--- src/rtl/text_line_renderer_pkg.sv ---
// Shared constants and types for the text line renderer: glyph codes,
// glyph geometry and the prefetch FSM state encoding.
package text_line_renderer_pkg;

  localparam logic [2:0] GLYPH_F     = 3'd0;
  localparam logic [2:0] GLYPH_Q     = 3'd1;
  localparam logic [2:0] GLYPH_H     = 3'd2;
  localparam logic [2:0] GLYPH_X     = 3'd3;
  localparam logic [2:0] GLYPH_U     = 3'd4;
  localparam logic [2:0] GLYPH_BLANK = 3'd5;

  localparam int GLYPH_ROWS  = 16;
  localparam int GLYPH_WIDTH = 8;
  localparam int NUM_CHARS   = 8;

  localparam int ROW_W = $clog2(GLYPH_ROWS);
  localparam int IDX_W = $clog2(NUM_CHARS);

  typedef enum logic {
    ST_IDLE  = 1'b0,
    ST_FETCH = 1'b1
  } state_e;

  // Codes above BLANK have no glyph and render as empty cells.
  function automatic logic is_blank_code(input logic [2:0] code);
    return code >= GLYPH_BLANK;
  endfunction

endpackage

--- src/rtl/text_line_renderer.sv ---
// Eight-character text line renderer: prefetches one glyph row per character
// from an external ROM ahead of each scanline, then serves pixels from it.
module text_line_renderer
  import text_line_renderer_pkg::*;
#(
  parameter int ORG_X = 100,
  parameter int ORG_Y = 200
) (
  input  logic       clk,
  input  logic       resetn,
  input  logic       line_start,
  input  logic [9:0] next_y,
  input  logic       pixel_en,
  input  logic [9:0] pixel_x,
  input  logic       wr_en,
  input  logic [2:0] wr_idx,
  input  logic [2:0] wr_code,
  output logic [6:0] rom_addr,
  input  logic [7:0] rom_data,
  output logic       busy,
  output logic       pixel_on
);

  localparam logic [10:0] Y_LO = 11'(ORG_Y);
  localparam logic [10:0] Y_HI = 11'(ORG_Y + GLYPH_ROWS);
  localparam logic [10:0] X_LO = 11'(ORG_X);
  localparam logic [10:0] X_HI = 11'(ORG_X + NUM_CHARS * GLYPH_WIDTH);
  localparam logic [IDX_W-1:0] LAST_IDX = IDX_W'(NUM_CHARS - 1);

  state_e                 state_q, state_d;
  logic [IDX_W-1:0]       idx_q, idx_d;
  logic [ROW_W-1:0]       row_q, row_d;
  logic                   line_active_q, line_active_d;
  logic                   pixel_on_q, pixel_on_d;
  logic [GLYPH_WIDTH-1:0] linebuf_q [NUM_CHARS];
  logic [2:0]             text_q    [NUM_CHARS];

  logic                   linebuf_we;
  logic [2:0]             cur_code;
  logic [GLYPH_WIDTH-1:0] glyph_row;
  logic [10:0]            y_ext, x_ext;
  logic                   y_in_win, x_in_win;
  logic [5:0]             x_off;

  // Window tests are done one bit wider than the inputs so the upper bound
  // cannot wrap for origins near the top of the 10-bit range.
  assign y_ext    = {1'b0, next_y};
  assign y_in_win = (y_ext >= Y_LO) && (y_ext < Y_HI);
  assign x_ext    = {1'b0, pixel_x};
  assign x_in_win = (x_ext >= X_LO) && (x_ext < X_HI);
  assign x_off    = x_ext[5:0] - X_LO[5:0];

  assign cur_code  = text_q[idx_q];
  assign glyph_row = is_blank_code(cur_code) ? '0 : rom_data;
  assign busy      = (state_q == ST_FETCH);
  assign pixel_on  = pixel_on_q;

  // NOTE: every signal written here gets a default first, so no path can
  // leave one unassigned and infer a latch.
  always_comb begin
    state_d       = state_q;
    idx_d         = idx_q;
    row_d         = row_q;
    line_active_d = line_active_q;
    linebuf_we    = 1'b0;
    rom_addr      = '0;

    if (state_q == ST_FETCH) begin
      rom_addr = {cur_code, row_q};
    end

    if (line_start) begin
      // A new request always invalidates the current line, even mid-fetch.
      line_active_d = 1'b0;
      idx_d         = '0;
      if (y_in_win) begin
        row_d   = next_y[ROW_W-1:0] - Y_LO[ROW_W-1:0];
        state_d = ST_FETCH;
      end else begin
        state_d = ST_IDLE;
      end
    end else if (state_q == ST_FETCH) begin
      linebuf_we = 1'b1;
      idx_d      = idx_q + 1'b1;
      if (idx_q == LAST_IDX) begin
        line_active_d = 1'b1;
        state_d       = ST_IDLE;
      end
    end
  end

  assign pixel_on_d = pixel_en & line_active_q & x_in_win &
                      linebuf_q[x_off[5:3]][x_off[2:0]];

  // NOTE: sequential state uses non-blocking assignments only, so every
  // register samples the pre-edge values of its peers.
  always_ff @(posedge clk or negedge resetn) begin
    if (!resetn) begin
      state_q       <= ST_IDLE;
      idx_q         <= '0;
      row_q         <= '0;
      line_active_q <= 1'b0;
      pixel_on_q    <= 1'b0;
    end else begin
      state_q       <= state_d;
      idx_q         <= idx_d;
      row_q         <= row_d;
      line_active_q <= line_active_d;
      pixel_on_q    <= pixel_on_d;
    end
  end

  // NOTE: these small register arrays are reset explicitly because blank
  // text and an empty line are visible power-on behaviour, unlike a RAM.
  always_ff @(posedge clk or negedge resetn) begin
    if (!resetn) begin
      for (int i = 0; i < NUM_CHARS; i++) begin
        linebuf_q[i] <= '0;
      end
    end else if (linebuf_we) begin
      linebuf_q[idx_q] <= glyph_row;
    end
  end

  always_ff @(posedge clk or negedge resetn) begin
    if (!resetn) begin
      for (int i = 0; i < NUM_CHARS; i++) begin
        text_q[i] <= GLYPH_BLANK;
      end
    end else if (wr_en) begin
      text_q[wr_idx] <= wr_code;
    end
  end

endmodule

--- config.mk ---
export PLATFORM = sky130hd
export DESIGN_NAME = text_line_renderer
export DESIGN_NICKNAME = d
export VERILOG_FILES = /design/src/rtl/text_line_renderer_pkg.sv /design/src/rtl/text_line_renderer.sv
export SDC_FILE = /design/constraint.sdc
export NUM_CORES = 1
export LEC_CHECK = 0
export ABC_AREA = 1
export CAP_MARGIN = 25
export CORE_MARGIN = 1.5
export CORE_UTILIZATION = 45
export DETAILED_ROUTE_END_ITERATION = 10
export GPL_ROUTABILITY_DRIVEN = 0
export PLACE_DENSITY = 0.68
export SKIP_LAST_GASP = 1
export SLEW_MARGIN = 20
export SYNTH_ARGS = -nofsm -noshare
export SYNTH_HDL_FRONTEND = slang
export SYNTH_SLANG_ARGS = --single-unit
--- constraint.sdc ---
create_clock -name clk -period 1.8 [get_ports clk]
set_input_delay 0.45 -clock clk [delete_from_list [all_inputs] [get_ports clk]]
set_output_delay 0.45 -clock clk [all_outputs]
set_load 0.01 [all_outputs]
==> flow_summary.toml <==
[clock_network]
cts_buffer_depth = 2
cts-root-buf = "sky130_fd_sc_hd__clkbuf_8"
tritoncts.num_buffers = 9
numClockSinks = 98
insertion_delay_ns = 0.36
clock_slew_seen_by_the_registers_of_the_worst_setup_and_hold_paths_ns = 0.09
tritoncts = "done"
cts.htree.levels = 3

[final_layout]
finalNetCount = 720
final_layout_size_suffix_gt1_share_pct = 26.25
fin_area_sq_mm = 0.006409
syn2layout_area_growth_pct = 29.54
antennaDiodeCount = 0
n_fill_cell = 932

[logic_synthesis]
synthesis.instances = 590
yosys.cell_types.count = 34
synth_seq_area_share_pct = 49.97
number_of_synthesized_flops_with_an_enable_pin = 0
synth_area_per_cell_sq_um = 8.385
synth-seq-cells = 98
syn-cell-area_sq_mm = 0.004947
async_reset_ff_share_pct = 100.0
synth.net_count = 633
postSynth.topFlopCell = "sky130_fd_sc_hd__dfrtp_1"
synth-warning-count = 0

[global_route]
maximum_number_of_pins_on_one_net_before_global_route_repair = 58
grt_first_pass_wirelength_um = 19810
global_route.overflow_total = 0
all_layer_gr_usage_pct = 22.18
antenna_found_initial = 0
vias_in_the_first_global_route = 4041

[critical_path]
cp_slowest_stage_delay_ns = 0.44
timing.critical_path.cells = "buf_12, buf_4, o21a_1, o21ai_2, nand4_4, inv_2, nor2_2, buf_2"
timing.setup.critical_path_class = "register to output pin"
worst_setup_path_end_kind = "output pin"
crit_slowest_cell = "sky130_fd_sc_hd__dfrtp_2"
critical_path.max_fanout = 11
worstPathArrival_ns = 1.74
worstPathRequired_ns = 1.35
cp-start-kind = "register"
critical_path_buf_inv_count = 4
cp_top_family = "buffers and inverters"

[detailed_routing]
via_per_inst = 5.253
dr.first_iter.drc_count = 210
postRouteAntennaNets = 0
wl_per_cell_um = 15.20
router_iterations_before_antenna_repair = 5
dr_total_vias = 4318
postRouteWirelength_um = 12500
post-route-drc-count = 0

[timing]
fin_crit_sh_pct = 121.5
worst-slew-pin-transition_ns = 0.3082
slew_headroom_pct = 79.45
fin_hold_ws_ns = 0.4470
fmax_mhz = 457.3
timing.clock.skew_ns = 0.01331
rsz0062_at_grt = "true"
totalNegativeSetupSlack_ns = -4.493
worst_slack_ns = -0.3869
finalWorstPathRequiredPeriod_ns = 2.187
maxSlewViolCount = 0
final-setup-viol-count = 67
report.final.hold_viol_count = 0

[status]
outcome = "finished, violations left"
violations = "setup timing"

[run]
timing.max_cap.violations = 0

[placed_design]
post-dp-hpwl_um = 8466
placedInstanceArea_sq_mm = 0.005973
port_buffers = 47
preCtsSetupSlack_ns = -0.6201

[die]
design.portCount = 48
design.die.area_sq_mm = 0.01163
floorplan.die.width_um = 107.9
fp.coreArea_sq_mm = 0.01079
initial_utilization_pct = 45.84
die-height_um = 107.9
core.rowCount = 38

[power]
p_leak_nw = 2.998
power_density_mw_per_mm2 = 763.0
ir_worst_vdd_mv = 0.5017

[hold_path]
timing.hold.worst.class = "input port to async pin"
-- final timing paths --
| check | startpoint | end | slack (ns) | depth (start not counted) |
|---|---|---|---|---|
| worst max-delay path | idx_q[0]$_DFFE_PN0P_ | rom_addr[6] | -0.39 | 8 |
| max in group asynchronous | resetn | text_q[3]$_DFFE_PN1P_ | 0.79 | 3 |
| worst max register to register | idx_q[0]$_DFFE_PN0P_ | linebuf_q[55]$_DFFE_PN0P_ | -0.09 | 9 |
| worst min-delay path | resetn | linebuf_q[57]$_DFFE_PN0P_ | 0.45 | 2 |
| min in group clk | linebuf_q[4]$_DFFE_PN0P_ | linebuf_q[4]$_DFFE_PN0P_ | 0.49 | 2 |
| worst min register to register | linebuf_q[4]$_DFFE_PN0P_ | linebuf_q[4]$_DFFE_PN0P_ | 0.49 | 2 |
-- cells in the mapped netlist, types with 2 or more instances --
cell type                    n  area [sq um]
sky130_fd_sc_hd__nand2_1   176         660.6
sky130_fd_sc_hd__dfrtp_1    82          2052
sky130_fd_sc_hd__nor2_1     67         251.5
sky130_fd_sc_hd__o21ai_0    56         280.3
sky130_fd_sc_hd__o21ai_1    42         210.2
sky130_fd_sc_hd__inv_1      31         116.4
sky130_fd_sc_hd__nand3_1    27         135.1
sky130_fd_sc_hd__o21ai_2    27         236.5
sky130_fd_sc_hd__dfstp_2    16         420.4
sky130_fd_sc_hd__clkbuf_1    9         33.78
sky130_fd_sc_hd__nand2_8     9         180.2
sky130_fd_sc_hd__buf_2       5         25.02
sky130_fd_sc_hd__nor2_2      5         31.28
sky130_fd_sc_hd__a21oi_1     4         20.02
sky130_fd_sc_hd__ha_1        4         50.05
sky130_fd_sc_hd__clkbuf_2    3         15.01
sky130_fd_sc_hd__mux2_2      3         33.78
sky130_fd_sc_hd__o21a_1      3         22.52
sky130_fd_sc_hd__o22ai_1     3         18.77
sky130_fd_sc_hd__nand4_1     2         12.51
sky130_fd_sc_hd__nor2_4      2         22.52
sky130_fd_sc_hd__nor3_1      2         10.01
-- cells by family (layout without fill, tap and decap cells) --
logic type / after synthesis / in the layout / share of synthesized area (%)
AND/OR/NAND/NOR: 295 / 295 / 27.39
AO/OA/AOI/OAI: 139 / 139 / 16.64
flip-flops: 98 / 98 / 49.97
buffers and inverters: 51 / 143 / 4.299
adder cells (fa/ha/maj): 4 / 4 / 1.012
multiplexers: 3 / 3 / 0.6828
-- worst register-to-register path: stages (launching register included) --
cell	delay [ns]
sky130_fd_sc_hd__dfrtp_2	0.44
sky130_fd_sc_hd__buf_12	0.15
sky130_fd_sc_hd__buf_4	0.14
sky130_fd_sc_hd__o21a_1	0.20
sky130_fd_sc_hd__o21ai_2	0.08
sky130_fd_sc_hd__nand4_4	0.13
sky130_fd_sc_hd__buf_4	0.18
sky130_fd_sc_hd__nand2_8	0.23
sky130_fd_sc_hd__nand2_8	0.13
sky130_fd_sc_hd__o21ai_2	0.14
-- state kept, by name, summed over array words and instances, names as in the netlist --
| name | count |
|---|---|
| busy | 1 |
| line_active_q | 1 |
| idx_q | 3 |
| row_q | 4 |
| pixel_on | 1 |
| text_q | 24 |
| linebuf_q | 64 |
-- layout by cell type (no fill, tap or decap), types with 3 or more instances in the layout --
cell type | synthesis | routed
sky130_fd_sc_hd__nand2_1 | 176 | 174
sky130_fd_sc_hd__dfrtp_1 | 82 | 79
sky130_fd_sc_hd__nor2_1 | 67 | 64
sky130_fd_sc_hd__o21ai_2 | 27 | 56
sky130_fd_sc_hd__o21ai_0 | 56 | 44
sky130_fd_sc_hd__clkdlybuf4s50_1 | 0 | 35
sky130_fd_sc_hd__buf_4 | 1 | 29
sky130_fd_sc_hd__nand3_1 | 27 | 27
sky130_fd_sc_hd__inv_1 | 31 | 26
sky130_fd_sc_hd__o21ai_1 | 42 | 25
sky130_fd_sc_hd__dfstp_2 | 16 | 16
sky130_fd_sc_hd__buf_12 | 0 | 15
sky130_fd_sc_hd__clkbuf_8 | 0 | 10
sky130_fd_sc_hd__nand2_8 | 9 | 9
sky130_fd_sc_hd__nor2_2 | 5 | 7
sky130_fd_sc_hd__inv_2 | 1 | 5
sky130_fd_sc_hd__dlygate4sd2_1 | 0 | 5
sky130_fd_sc_hd__a21oi_1 | 4 | 4
sky130_fd_sc_hd__nor2_4 | 2 | 3
sky130_fd_sc_hd__o22ai_2 | 0 | 3
sky130_fd_sc_hd__o21a_1 | 3 | 3
sky130_fd_sc_hd__mux2_2 | 3 | 3
sky130_fd_sc_hd__ha_1 | 4 | 3
sky130_fd_sc_hd__dfrtp_2 | 0 | 3
sky130_fd_sc_hd__buf_2 | 5 | 3
sky130_fd_sc_hd__buf_6 | 1 | 3
-- report_power, final --
group	switching (mW)	total, mW	leakage, nW	internal [mW]
Clock	0.777	1.33	0.0876	0.555
Combinational	0.584	1.02	1.63	0.439
Sequential	0.107	2.54	1.28	2.43
Total	1.47	4.89	3.00	3.42
-- per-stage QoR --
stage | std cells | utilization (%) | power, mW
after floorplan | 590 | - | 3.124
after global routing | 822 | 59.38 | 5.133
after CTS | 820 | 58.13 | 4.893
after global placement | 798 | 55.34 | 3.472
after detailed placement | 798 | 55.34 | 3.501
final | 822 | 59.38 | 4.890
-- timing repair --
item	in CTS	in global routing
endpoints found under the setup margin	73	68
gates resized for setup	47	40
cloned	1	0
endpoints found under the hold margin	5	0
pin swaps	15	11
setup buffers	4	2
hold buffers	1	0
-- metal layers --
metal  vias up  share of wire (%)  GRT usage (%)
met5         -                  0              0
met4         0                1.4          6.673
met3        13                5.0          4.298
met2       141                 50          37.49
met1      2047                 43          28.83
li1       2117                  -              -
-- cell type report --
class / count / area (sq um) / area share (%)
clock inverters: 4 / 33.78 / 0.5271
repair buffers: 95 / 1036 / 16.17
inverters: 32 / 122.6 / 1.913
clock buffers: 12 / 145.1 / 2.265
well taps: 140 / 175.2 / 2.733
flip-flops and latches: 98 / 2476 / 38.64
multi-input cells: 441 / 2420 / 37.76
Power figures use the tool's default switching activity.
